==> config.mk <==
export PLATFORM = sky130hd
export DESIGN_NAME = pred_regfile_sb_flat
export DESIGN_NICKNAME = d
export VERILOG_FILES = /design/src/rtl/pred_regfile_sb_if.sv /design/src/rtl/pred_regfile_sb.sv /design/src/flat_wrapper.sv
export SDC_FILE = /design/constraint.sdc
export NUM_CORES = 1
export LEC_CHECK = 0
export BUFFER_PORTS_ARGS = -buffer_cell sky130_fd_sc_hd__buf_4
export CORE_ASPECT_RATIO = 0.8
export CORE_MARGIN = 5
export CORE_UTILIZATION = 55
export DETAILED_ROUTE_END_ITERATION = 12
export PLACE_DENSITY = 0.79
export SETUP_SLACK_MARGIN = 0.02
export SKIP_CTS_REPAIR_TIMING = 1
export SLEW_MARGIN = 20
export SYNTH_ARGS = -nofsm -noshare
export SYNTH_HDL_FRONTEND = slang
export SYNTH_SLANG_ARGS = --single-unit
==> constraint.sdc <==
create_clock -name clk -period 3.4 [get_ports clk]
set_input_delay 0.34 -clock clk [delete_from_list [all_inputs] [get_ports clk]]
set_output_delay 0.34 -clock clk [all_outputs]
set_load 0.02 [all_outputs]
==> src/rtl/pred_regfile_sb_if.sv <==
// -----------------------------------------------------------------------------
// pred_regfile_sb_if
//   Bundles the reserve, writeback, flush, read, guard and status signals of the
//   predicate register file / scoreboard.
//   master : issue/exec/decode side (drives reserve, writeback, flush and the
//            read/guard indices; observes read/guard results and status).
//   slave  : the pred_regfile_sb block itself.
// Parameters
//   PIDX_W  predicate index width
//   CNT_W   pending-count width
// -----------------------------------------------------------------------------
interface pred_regfile_sb_if #(
  parameter int PIDX_W = 3,
  parameter int CNT_W  = 4
);
  logic              rsv_valid;
  logic [PIDX_W-1:0] rsv_idx;
  logic              wb_valid;
  logic [PIDX_W-1:0] wb_idx;
  logic              wb_data;
  logic              flush;
  logic [PIDX_W-1:0] rd0_idx;
  logic              rd0_data;
  logic              rd0_ready;
  logic [PIDX_W-1:0] rd1_idx;
  logic              rd1_data;
  logic              rd1_ready;
  logic [PIDX_W-1:0] grd_idx;
  logic              grd_neg;
  logic              grd_pass;
  logic              grd_ready;
  logic [CNT_W-1:0]  pend_cnt;
  logic              sb_err;

  modport master (
    output rsv_valid, rsv_idx, wb_valid, wb_idx, wb_data, flush,
    output rd0_idx, rd1_idx, grd_idx, grd_neg,
    input  rd0_data, rd0_ready, rd1_data, rd1_ready,
    input  grd_pass, grd_ready, pend_cnt, sb_err
  );

  modport slave (
    input  rsv_valid, rsv_idx, wb_valid, wb_idx, wb_data, flush,
    input  rd0_idx, rd1_idx, grd_idx, grd_neg,
    output rd0_data, rd0_ready, rd1_data, rd1_ready,
    output grd_pass, grd_ready, pend_cnt, sb_err
  );
endinterface

==> src/rtl/pred_regfile_sb.sv <==
// -----------------------------------------------------------------------------
// pred_regfile_sb
//   Predicate register file plus scoreboard. Holds NUM_PREGS one-bit predicates
//   (p0 hardwired true). Issue reserves a destination (marks it pending), the
//   predicate ALU writeback fills it and clears pending. Two source read ports
//   and one guard port are combinational from state and report readiness so
//   decode/issue can stall on pending sources.
// Ports
//   clk   rising-edge clock
//   rst   asynchronous active-high reset
//   pif   pred_regfile_sb_if.slave:
//           rsv_valid/rsv_idx          reserve a destination
//           wb_valid/wb_idx/wb_data    writeback of a predicate result
//           flush                      drop every outstanding reservation
//           rdN_idx -> rdN_data/ready  source reads (N = 0,1)
//           grd_idx/grd_neg -> grd_pass/grd_ready   instruction guard
//           pend_cnt                   number of pending predicates
//           sb_err                     sticky protocol error
// Configuration
//   PRED_BYPASS_EN  when defined, a same-cycle writeback is forwarded to the
//                   read and guard ports (value and ready=1). When undefined
//                   the ports see registered state only.
// -----------------------------------------------------------------------------
module pred_regfile_sb #(
  parameter int NUM_PREGS = 8,
  parameter int PIDX_W    = 3,
  parameter int CNT_W     = 4
) (
  input logic             clk,
  input logic             rst,
  pred_regfile_sb_if.slave pif
);

  // Architectural state. Bit 0 of every vector stays 0: p0 is synthesised on read.
  logic [NUM_PREGS-1:0] data_q;
  logic [NUM_PREGS-1:0] pend_q;
  // A set bit means an in-flight producer for this register was dropped by a
  // flush; its late writeback is still legal even though nothing is pending.
  logic [NUM_PREGS-1:0] flsh_q;
  logic [CNT_W-1:0]     cnt_q;
  logic                 err_q;

  logic [NUM_PREGS-1:0] rsv_hit;
  logic [NUM_PREGS-1:0] wb_hit;
  logic [NUM_PREGS-1:0] data_n;
  logic [NUM_PREGS-1:0] pend_n;
  logic [NUM_PREGS-1:0] flsh_n;
  logic                 err_set;

  function automatic logic [CNT_W-1:0] popcount(input logic [NUM_PREGS-1:0] v);
    logic [CNT_W-1:0] c;
    c = '0;
    for (int k = 0; k < NUM_PREGS; k++) c = c + CNT_W'(v[k]);
    return c;
  endfunction

  // Returns {ready, data} for one read/guard port.
  function automatic logic [1:0] read_port(
    input logic [PIDX_W-1:0]    idx,
    input logic [NUM_PREGS-1:0] d,
    input logic [NUM_PREGS-1:0] p,
    input logic                 wv,
    input logic [PIDX_W-1:0]    wi,
    input logic                 wd
  );
    logic [1:0] r;
    if (idx == '0) begin
      r = 2'b11;
    end else begin
      r = {~p[idx], d[idx]};
`ifdef PRED_BYPASS_EN
      if (wv && (wi == idx)) r = {1'b1, wd};
`endif
    end
    return r;
  endfunction

  // Decode reserve/writeback targets; p0 never matches.
  always_comb begin
    rsv_hit = '0;
    wb_hit  = '0;
    for (int k = 1; k < NUM_PREGS; k++) begin
      rsv_hit[k] = pif.rsv_valid && (pif.rsv_idx == PIDX_W'(k));
      wb_hit[k]  = pif.wb_valid  && (pif.wb_idx  == PIDX_W'(k));
    end
  end

  // Next-state. Reserve is ORed in after the writeback clear so that a
  // same-cycle reserve+writeback leaves the register pending for the new
  // producer. A flush clears everything and drops the same-cycle reserve.
  always_comb begin
    data_n = (data_q & ~wb_hit) | (wb_hit & {NUM_PREGS{pif.wb_data}});
    if (pif.flush) pend_n = '0;
    else           pend_n = (pend_q & ~wb_hit) | rsv_hit;

    flsh_n = flsh_q;
    if (pif.flush) flsh_n = flsh_n | pend_q;
    flsh_n = flsh_n & ~wb_hit;
    if (!pif.flush) flsh_n = flsh_n & ~rsv_hit;

    err_set = 1'b0;
    if (!pif.flush && |(rsv_hit & pend_q & ~wb_hit)) err_set = 1'b1;
    if (|(wb_hit & ~pend_q & ~flsh_q))                err_set = 1'b1;
  end

  always_ff @(posedge clk or posedge rst) begin
    if (rst) begin
      data_q <= '0;
      pend_q <= '0;
      flsh_q <= '0;
      cnt_q  <= '0;
      err_q  <= 1'b0;
    end else begin
      data_q <= data_n;
      pend_q <= pend_n;
      flsh_q <= flsh_n;
      cnt_q  <= popcount(pend_n);
      if (err_set) err_q <= 1'b1;
    end
  end

  // Combinational read/guard ports from registered state (plus optional bypass).
  logic [1:0] rd0_r, rd1_r, grd_r;

  always_comb begin
    rd0_r = read_port(pif.rd0_idx, data_q, pend_q, pif.wb_valid, pif.wb_idx, pif.wb_data);
    rd1_r = read_port(pif.rd1_idx, data_q, pend_q, pif.wb_valid, pif.wb_idx, pif.wb_data);
    grd_r = read_port(pif.grd_idx, data_q, pend_q, pif.wb_valid, pif.wb_idx, pif.wb_data);
  end

  assign pif.rd0_data  = rd0_r[0];
  assign pif.rd0_ready = rd0_r[1];
  assign pif.rd1_data  = rd1_r[0];
  assign pif.rd1_ready = rd1_r[1];
  assign pif.grd_pass  = grd_r[0] ^ pif.grd_neg;
  assign pif.grd_ready = grd_r[1];
  assign pif.pend_cnt  = cnt_q;
  assign pif.sb_err    = err_q;

endmodule

==> src/flat_wrapper.sv <==
// flat-port wrapper written by rule: the top's interface ports become plain ports
module pred_regfile_sb_flat 
#(
  parameter int NUM_PREGS = 8,
  parameter int PIDX_W    = 3,
  parameter int CNT_W     = 4
)
  (clk, rst, pif_rsv_valid, pif_rsv_idx, pif_wb_valid, pif_wb_idx, pif_wb_data, pif_flush, pif_rd0_idx, pif_rd1_idx, pif_grd_idx, pif_grd_neg, pif_rd0_data, pif_rd0_ready, pif_rd1_data, pif_rd1_ready, pif_grd_pass, pif_grd_ready, pif_pend_cnt, pif_sb_err);
  pred_regfile_sb_if #(.PIDX_W(PIDX_W), .CNT_W(CNT_W)) pif_i ();
  input logic clk;
  input logic rst;
  input wire logic [$bits(pif_i.rsv_valid)-1:0] pif_rsv_valid;
  input wire logic [$bits(pif_i.rsv_idx)-1:0] pif_rsv_idx;
  input wire logic [$bits(pif_i.wb_valid)-1:0] pif_wb_valid;
  input wire logic [$bits(pif_i.wb_idx)-1:0] pif_wb_idx;
  input wire logic [$bits(pif_i.wb_data)-1:0] pif_wb_data;
  input wire logic [$bits(pif_i.flush)-1:0] pif_flush;
  input wire logic [$bits(pif_i.rd0_idx)-1:0] pif_rd0_idx;
  input wire logic [$bits(pif_i.rd1_idx)-1:0] pif_rd1_idx;
  input wire logic [$bits(pif_i.grd_idx)-1:0] pif_grd_idx;
  input wire logic [$bits(pif_i.grd_neg)-1:0] pif_grd_neg;
  output wire logic [$bits(pif_i.rd0_data)-1:0] pif_rd0_data;
  output wire logic [$bits(pif_i.rd0_ready)-1:0] pif_rd0_ready;
  output wire logic [$bits(pif_i.rd1_data)-1:0] pif_rd1_data;
  output wire logic [$bits(pif_i.rd1_ready)-1:0] pif_rd1_ready;
  output wire logic [$bits(pif_i.grd_pass)-1:0] pif_grd_pass;
  output wire logic [$bits(pif_i.grd_ready)-1:0] pif_grd_ready;
  output wire logic [$bits(pif_i.pend_cnt)-1:0] pif_pend_cnt;
  output wire logic [$bits(pif_i.sb_err)-1:0] pif_sb_err;
  assign pif_i.rsv_valid = pif_rsv_valid;
  assign pif_i.rsv_idx = pif_rsv_idx;
  assign pif_i.wb_valid = pif_wb_valid;
  assign pif_i.wb_idx = pif_wb_idx;
  assign pif_i.wb_data = pif_wb_data;
  assign pif_i.flush = pif_flush;
  assign pif_i.rd0_idx = pif_rd0_idx;
  assign pif_i.rd1_idx = pif_rd1_idx;
  assign pif_i.grd_idx = pif_grd_idx;
  assign pif_i.grd_neg = pif_grd_neg;
  assign pif_rd0_data = pif_i.rd0_data;
  assign pif_rd0_ready = pif_i.rd0_ready;
  assign pif_rd1_data = pif_i.rd1_data;
  assign pif_rd1_ready = pif_i.rd1_ready;
  assign pif_grd_pass = pif_i.grd_pass;
  assign pif_grd_ready = pif_i.grd_ready;
  assign pif_pend_cnt = pif_i.pend_cnt;
  assign pif_sb_err = pif_i.sb_err;
  pred_regfile_sb #(.NUM_PREGS(NUM_PREGS), .PIDX_W(PIDX_W), .CNT_W(CNT_W)) u_core (.clk(clk), .rst(rst), .pif(pif_i));
endmodule
==> results of run 1 <==
==> cell type report <==
class | instances | share of cell area [%]
timing repair buffer | 47 | 16.9
clock inverter | 1 | 0.405
clock buffer | 3 | 1.91
tap | 40 | 2.32
multi-input combinational | 123 | 45.4
sequential | 27 | 31.3
inverter | 10 | 1.74
==> critical path: stages, from the launching register on <==
cell and delay, ps:
dfrtp_2 460, o31ai_2 100, a21oi_2 120, ha_1 300
inv_1 60, fa_1 500, fa_1 540, inv_1 50
fa_1 470, fa_2 370, xor2_1 170
==> Yosys cell counts (2+ instances only) <==
library cell and number:
nor3b_1 2, nand4b_1 3, nand2b_1 2, nand2_1 16, nor2_1 6, fa_1 4, inv_1 10, ha_1 3
nor4_1 2, a21o_1 6, clkbuf_1 4, nand3b_1 2, mux2_2 8, mux4_2 6, mux2i_1 5, o22ai_1 2
o21ai_0 8, dfrtp_1 27, nor2b_1 4, nand3_1 4, nor3_1 4, a21boi_0 4, a21oi_1 13, or3_1 2
a211oi_1 4, nand4_1 2
==> stage by stage <==
stage	setup TNS, ps	total power [mW]
6_report	0	0.794
5_1_grt	0	0.838
4_1_cts	0	0.797
3_5_place_dp	-168	0.608
3_3_place_gp	0	0.594
2_1_floorplan	0	0.512
==> layout by cell type (no fill, tap or decap), types with 4 or more instances in the layout <==
cell      Yosys  routed
dfrtp_1      27      26
nand3_1       4       4
a21oi_1      13      12
a21boi_0      4       4
a211oi_1      4       4
nor3_1        4       4
buf_4         1      46
mux2_2        8       8
a21o_1        6       6
mux2i_1       5       5
nand2_1      16      16
mux4_2        6       6
nor2b_1       4       4
nor2_1        6       6
o21ai_0       8       8
inv_1        10       9
==> where the power goes <==
part	internal (mW)	total (mW)	switching [mW]	leakage (nW)
Combinational	0.110	0.209	0.0993	0.654
Clock	0.0862	0.191	0.104	0.0261
Sequential	0.356	0.394	0.0380	0.329
==> worst max-delay path by stage <==
stage | start | end | slack (ps) | cells past startpoint
finish | u_core.pend_q[1]$_DFF_PP0_ | u_core.pif.pend_cnt[2]$_DFF_PP0_ | 150 | 10
global route | u_core.pend_q[1]$_DFF_PP0_ | u_core.pif.pend_cnt[2]$_DFF_PP0_ | 50 | 10
CTS | u_core.pend_q[1]$_DFF_PP0_ | u_core.pif.pend_cnt[2]$_DFF_PP0_ | 30 | 10
detailed placement | pif_rsv_idx[1] | u_core.pif.pend_cnt[2]$_DFF_PP0_ | -140 | 12
global placement | pif_wb_idx[2] | u_core.pif.pend_cnt[2]$_DFF_PP0_ | 7 | 11
floorplan | pif_wb_idx[2] | u_core.pif.pend_cnt[2]$_DFF_PP0_ | 40 | 11
==> layer usage <==
layer / global-route usage [%] / routed length, um / vias to the layer above
li1: - / - / 701
met1: 30.5 / 1860 / 762
met2: 37.9 / 2240 / 64
met3: 6.22 / 420 / 12
met4: 5.36 / 84 / 0
met5: 0 / 0 / -
==> logic make-up (layout without fill, tap and decap cells) <==
family          after synthesis  count (layout)
simple gates                 52              52
buf+inv                      16              61
fa+ha+maj                     7               7
compound gates               43              43
flops                        27              27
mux                          19              19
xor+xnor                      2               2
==> impl_metrics.toml, run 1 <==
[floorplanning]
ios = 33
die_h_um = 59.9
start_util_pct = 56.3
num_rows = 18
die_w_um = 72.3
die_area_sq_um = 4330
core_sq_um = 3040

[timing]
maxSlewViolCount = 0
grt_setup_unrepaired = "no"
finClkSkew_ps = 5.51
finalSetupViolCount = 0
hold_slack_ps = 152
fmax_ghz = 0.308
hold_violations = 0
period_needed_ps = 3250
fin_crit_sh_pct = 95.5
worstMarginPinSlew_ps = 957
relSlewSlack_pct = 35.8
worst_slack_ps = 152

[drt]
wl_per_cell_um = 18.4
vias = 1539
drc = 0
drtIter0Drc = 155
routed_wl_mm = 4.61
ant_nets = 0
viasPerCell = 6.13
dr.pass1.iters = 5

[cells_and_area]
fin_util_pct = 71.1
final_area_sq_um = 2160
multi_input_area_sq_um = 981
fill_cells = 230
fin_nets = 241
drive_above_1_share_pct = 33.6
post_layout_nonfiller_instances = 251
seq_area_sq_um = 677
area_delta_synth_final_pct = 26.3
antenna_cells = 0

[critical_path]
cp_data_arrival_time_ps = 3420
cp_data_required_time_ps = 3570
worstSetupStartpointType = "flip-flop"
reg2reg_slack_ps = 150
timing.rr.start = "u_core.pend_q[1]$_DFF_PP0_"
end_kind = "flip-flop"
ff2ff_path_depth = 10
rr_endpoint = "u_core.pif.pend_cnt[2]$_DFF_PP0_"
critPathKind = "flip-flop to flip-flop"
path_max_fanout = 6

[placed_design]
gp_congestion = 0.937
dp_hpwl_mm = 3.67
dp_worst_setup_slack_ps = -143
io_buffers = 32
dp.cells = 247
place_area_sq_um = 2100

[pwr]
ir_drop_mv = 0.307
p_per_area_nw_per_um2 = 368
p_leak_nw = 1.01

[clock_tree]
clkSinkCount = 27
worstSkewPairLatency_ps = 280
cts_tree = "yes"
cts_buffer_depth = 2
cts_max_level = 1
root_buffer = "clkbuf_8"
cts_buffers = 3
clkTransAtPathRegs_ps = 90

[synth]
synth_cells = 166
synthSimpleGateAreaFrac_pct = 17.0
synth_fp_nets = 195
synth.area.mux_share_pct = 16.1
synth_area_leaders = "dfrtp_1 (40%), mux4_2 (7.9%), mux2_2 (5.3%)"
synth_top_area_share_pct = 39.5
ys_warn_count = 0
synthAdderAreaFrac_pct = 6.88
synth-seq-cells = 27
synth_area_sq_um = 1710
synth_area_leader_cell = "dfrtp_1"
ys_seq_area_share_pct = 39.5
async_flop_share_pct = 100
synth_ff_type = "dfrtp_1"
yosys.area_share.xor_xnor_pct = 1.02
synth_compound_area_share_pct = 15.7
synth.distinct_cells = 39
synth_edf_count = 0
synth_top_family_by_area = "simple AND/OR/NAND/NOR gates"
avgSynthCellArea_sq_um = 10.3

[job]
drv_cap = 0

[global_route]
grtUsageTotal_pct = 23.0
grt_max_degree = 28
antenna_found_initial = 0
grt_pass1_wl_mm = 7.49
grt_pass1_vias = 1494
grt_overflow = 0

[outcome]
status = "complete, no violations"

[worst_hold_path]
hp-class = "primary input to async pin"
Power figures use the tool's default switching activity.
==> run 2, diff against run 1 <==
CORE_UTILIZATION = 59   (was 55)
MAX_ROUTING_LAYER = met4   (was default)
PLACE_DENSITY = 0.84   (was 0.79)
clock period = 3.8 ns   (was 3.4 ns; I/O delays follow)
==> run 2 against run 1 <==
Combinational power shrank 18%. Non-clock buffer count shrank 15. Maximum frequency shrank 4.9%. Via count is 8.6% lower. Sequential power is 11% lower. Setup slack improved by 230 ps. Clock-buffer cell count unchanged. Sequential share of layout area rose by 2.5 points. First-iteration DRC count is 38% lower. Critical path type unchanged. Critical endpoint unchanged.
==> impl_metrics.toml, run 2 (synthesis gave the netlist of run 1 again) <==
[outcome]
status = "complete, no violations"

[floorplanning]
start_util_pct = 61.9
core_sq_um = 2770
ios = 33
die_area_sq_um = 4080
die_w_um = 70.2
num_rows = 17
die_h_um = 58.2

[critical_path]
cp_slowest_stage_delay_ps = 550
path_max_fanout = 6
cp_data_required_time_ps = 4050
cp_slowest_cell = "fa_1"
cp_data_arrival_time_ps = 3660
crit_top_cell = "fa_1"
path_cells = "o31ai_1 > a21oi_1 > ha_1 > inv_1 > fa_1 > fa_1 > inv_1 > fa_1 > fa_1 > xor2_1"
worstSetupStartpointType = "flip-flop"
critPathKind = "flip-flop to flip-flop"
end_kind = "flip-flop"

[job]
drv_cap = 0

[drt]
drtIter0Drc = 96
routed_wl_mm = 3.91
wl_per_cell_um = 16.7
viasPerCell = 6.01
vias = 1406
dr.pass1.iters = 4
drc = 0
ant_nets = 0

[pwr]
p_total_mw = 0.645
p_leak_nw = 0.929
p_per_area_nw_per_um2 = 323
ir_drop_mv = 0.285

[global_route]
grt_overflow = 0
antenna_found_initial = 0
grt_pass1_vias = 1374
grt_max_degree = 28
grt_pass1_wl_mm = 6.50
grtUsageTotal_pct = 21.0

[cells_and_area]
final_common_cell = "buf_4"
post_layout_nonfiller_instances = 234
final_cell_mix = "buf_4 (32), dfrtp_1 (27), nand2_1 (16)"
antenna_cells = 0
fin_nets = 226
drive_above_1_share_pct = 26.5
final_area_sq_um = 2000
area_delta_synth_final_pct = 16.8

[clock_tree]
clkSinkCount = 27
worstSkewPairLatency_ps = 330
cts_buffers = 3
root_buffer = "clkbuf_4"
cts_buffer_depth = 2
clkTransAtPathRegs_ps = 140
cts_max_level = 1
cts_tree = "yes"

[timing]
fin_crit_sh_pct = 89.9
hold_violations = 0
relSlewSlack_pct = 39.1
period_needed_ps = 3420
finClkSkew_ps = 4.00
grt_setup_unrepaired = "no"
finalSetupViolCount = 0
setup_tns_ps = 0
maxSlewViolCount = 0
worstMarginPinSlew_ps = 908
fmax_ghz = 0.293

[placed_design]
dp.cells = 230
place_area_sq_um = 1970
gp_congestion = 0.904
dp_hpwl_mm = 3.10
io_buffers = 32

[worst_hold_path]
hp-class = "primary input to async pin"
## run 2: changes by cell type in the layout (fill, tap and decap cells not counted), sizes merged
cell,previous run,this run
clkinv,1,2
inv,10,9
buf,47,32
## run 2: cell type report
class | instances | area [sq um]
clock buffers | 3 | 22.5
fillers | 206 | 767
multi-input cells | 123 | 970
flip-flops and latches | 27 | 676
clock inverters | 1 | 5.00
repair buffers | 32 | 240
well taps | 38 | 47.5
inverters | 10 | 37.5
## run 2: final timing paths
check                      slack, ps                        from  cells after the start                          endpoint
min in group clk                 330                 pif_wb_data                      2                         flip-flop
max in group asynchronous       3260                         rst                      2        u_core.pend_q[1]$_DFF_PP0_
setup / recovery                 380  u_core.pend_q[1]$_DFF_PP0_                     10  u_core.pif.pend_cnt[2]$_DFF_PP0_
setup reg to reg                 380  u_core.pend_q[1]$_DFF_PP0_                     10  u_core.pif.pend_cnt[2]$_DFF_PP0_
hold reg to reg                  550  u_core.flsh_q[1]$_DFF_PP0_                      2        u_core.flsh_q[1]$_DFF_PP0_
hold / removal                   120                         rst                      2        u_core.flsh_q[4]$_DFF_PP0_
## run 2: worst max-delay path, delay by kind of cell (launching register included)
kind	cells	cell delay [ps]
DFF	1	530
adders and majority gates	5	2070
buffers and inverters	2	140
AOI/OAI and AO/OA	2	380
xor gates and xnor gates	1	220
## run 2: per-stage QoR
| stage | setup WS (ps) | hold WS (ps) | util (%) |
|---|---|---|---|
| after floorplan | 373 | 433 | - |
| after global placement | 252 | 503 | 71.3 |
| after detailed placement | 153 | 514 | 71.3 |
| after CTS | 397 | 297 | 72.3 |
| after global routing | 225 | 174 | 72.3 |
| final | 384 | 125 | 72.3 |
## run 2: routing by layer
| layer | vias up | wire length [um] | global-route usage [%] |
|---|---|---|---|
| met5 | - | 0 | - |
| met4 | 0 | 27 | 4.92 |
| met3 | 4 | 327 | 6.59 |
| met2 | 54 | 1860 | 33.5 |
| met1 | 678 | 1700 | 26.4 |
| li1 | 670 | - | - |
## run 2: report_power, final
group / internal (mW) / leakage, nW / total, mW / switching (mW)
clock network: 0.0395 / 0.0177 / 0.121 / 0.0814
registers: 0.319 / 0.331 / 0.352 / 0.0332
logic: 0.0888 / 0.580 / 0.172 / 0.0827
==> run 3, diff against run 2 <==
RECOVER_POWER = 25   (was default)
==> run 3 against run 2 <==
Flip-flop and latch count unchanged. Wire length did not move. Clock skew about the same. Non-clock buffer count is the same. Core utilization unchanged. Hold slack improved by 0.87 ps. Highest routed layer unchanged. Clock-buffer cell count is the same. Register-to-register slack about the same. Sequential power hardly changed. Critical endpoint unchanged. Critical path depth stayed put. Cell count unchanged.
==> impl_metrics.toml, run 3 (synthesis gave the netlist of run 1 again) <==
[global_route]
grtUsageTotal_pct = 21.0
antenna_found_initial = 0
grt_max_degree = 28
grt_pass1_wl_mm = 6.50
grt_overflow = 0
grt_pass1_vias = 1374

[clock_tree]
cts_tree = "yes"
clkTransAtPathRegs_ps = 140
cts_buffer_depth = 2
cts_buffers = 3
clkSinkCount = 27
worstSkewPairLatency_ps = 330
root_buffer = "clkbuf_4"
cts_max_level = 1

[job]
drv_cap = 0

[pwr]
netSwitchingPower_mw = 0.197
internal_power_mw = 0.447
p_leak_nw = 0.928
p_per_area_nw_per_um2 = 323
ir_drop_mv = 0.285
p_comb_share_pct = 26.6
pwr-share-clk_pct = 18.8
swShare_pct = 30.6
pwr-share-seq_pct = 54.6

[drt]
dr.pass1.iters = 4
drtIter0Drc = 96
drc = 0
routed_wl_mm = 3.91
ant_nets = 0
wl_per_cell_um = 16.7
vias = 1406
viasPerCell = 6.01

[cells_and_area]
post_layout_nonfiller_instances = 234
fill_cells = 206
drive_above_1_share_pct = 26.5
final_cell_mix = "buf_4 (31), dfrtp_1 (27), nand2_1 (16)"
area_delta_synth_final_pct = 16.8
fin_nets = 226
antenna_cells = 0
final_common_cell = "buf_4"

[critical_path]
cp_data_required_time_ps = 4050
path_max_fanout = 6
critPathKind = "flip-flop to flip-flop"
timing.rr.start = "u_core.pend_q[1]$_DFF_PP0_"
cp_data_arrival_time_ps = 3660
ff2ff_path_depth = 10
rr_endpoint = "u_core.pif.pend_cnt[2]$_DFF_PP0_"
end_kind = "flip-flop"
worstSetupStartpointType = "flip-flop"
reg2reg_slack_ps = 380

[floorplanning]
num_rows = 17
die_w_um = 70.2
core_sq_um = 2770
die_area_sq_um = 4080
start_util_pct = 61.9
ios = 33
die_h_um = 58.2

[timing]
grt_setup_unrepaired = "no"
fmax_ghz = 0.293
period_needed_ps = 3420
setup_tns_ps = 0
relSlewSlack_pct = 39.1
hold_violations = 0
finClkSkew_ps = 3.88
finalSetupViolCount = 0
worstMarginPinSlew_ps = 909
maxSlewViolCount = 0
fin_crit_sh_pct = 89.9

[placed_design]
gp_congestion = 0.904
dp.cells = 230
io_buffers = 32
dp_hpwl_mm = 3.10

[outcome]
status = "complete, no violations"

[worst_hold_path]
hp-class = "primary input to async pin"
-- run 3: cell count changes in the layout (fill, tap and decap cells not counted), sizes merged --
cell and delta:
buf -1, clkbuf +1
-- run 3: how the worst max path moves through the flow --
stage | start | end | slack (ps)
2_1_floorplan | pif_wb_idx[2] | u_core.pif.pend_cnt[2]$_DFF_PP0_ | 370
3_3_place_gp | pif_wb_valid | u_core.pif.pend_cnt[2]$_DFF_PP0_ | 250
3_5_place_dp | pif_wb_valid | u_core.pif.pend_cnt[2]$_DFF_PP0_ | 150
4_1_cts | u_core.pend_q[1]$_DFF_PP0_ | u_core.pif.pend_cnt[2]$_DFF_PP0_ | 400
5_1_grt | u_core.pend_q[1]$_DFF_PP0_ | u_core.pif.pend_cnt[2]$_DFF_PP0_ | 220
6_report | u_core.pend_q[1]$_DFF_PP0_ | u_core.pif.pend_cnt[2]$_DFF_PP0_ | 380
-- run 3: routing by layer --
| layer | wire length [um] | up-vias | global-route usage, % |
|---|---|---|---|
| met5 | 0 | - | - |
| met3 | 327 | 4 | 6.59 |
| li1 | - | 670 | - |
| met1 | 1700 | 678 | 26.4 |
| met2 | 1860 | 54 | 33.5 |
| met4 | 27 | 0 | 4.92 |
-- run 3: metrics by stage --
step / hold slack [ps] / worst slack, ps / total power, mW / utilization (%) / cell area (sq um)
floorplan: 433 / 373 / 0.458 / - / 1710
global placement: 503 / 252 / 0.519 / 71.3 / 1970
detailed placement: 514 / 153 / 0.528 / 71.3 / 1970
CTS: 297 / 397 / 0.646 / 72.3 / 2000
global route: 177 / 225 / 0.683 / 72.3 / 2000
finish: 126 / 384 / 0.645 / 72.3 / 2000
-- run 3: cell type report --
| cell class | count | area, sq um | share of cell area [%] |
|---|---|---|---|
| clock buffers | 3 | 22.5 | 1.13 |
| clock inverters | 1 | 5.00 | 0.250 |
| inverters | 10 | 37.5 | 1.88 |
| multi-input cells | 123 | 970 | 48.5 |
| flip-flops and latches | 27 | 676 | 33.8 |
| well taps | 38 | 47.5 | 2.38 |
| repair buffers | 32 | 240 | 12.0 |
-- run 3: power groups by stage --
stage | registers [mW] | clock network [mW] | logic [mW]
6_report | 0.352 | 0.121 | 0.171
3_3_place_gp | 0.353 | 0 | 0.166
5_1_grt | 0.357 | 0.137 | 0.189
2_1_floorplan | 0.348 | 0 | 0.110
4_1_cts | 0.350 | 0.123 | 0.173
3_5_place_dp | 0.356 | 0 | 0.172
-- run 3: worst max-delay path, stage by stage, from the launching register on --
cell	delay [ps]
dfrtp_1	530
o31ai_1	150
a21oi_1	230
ha_1	270
inv_1	90
fa_1	410
fa_1	550
inv_1	50
fa_1	450
fa_1	390
xor2_1	220
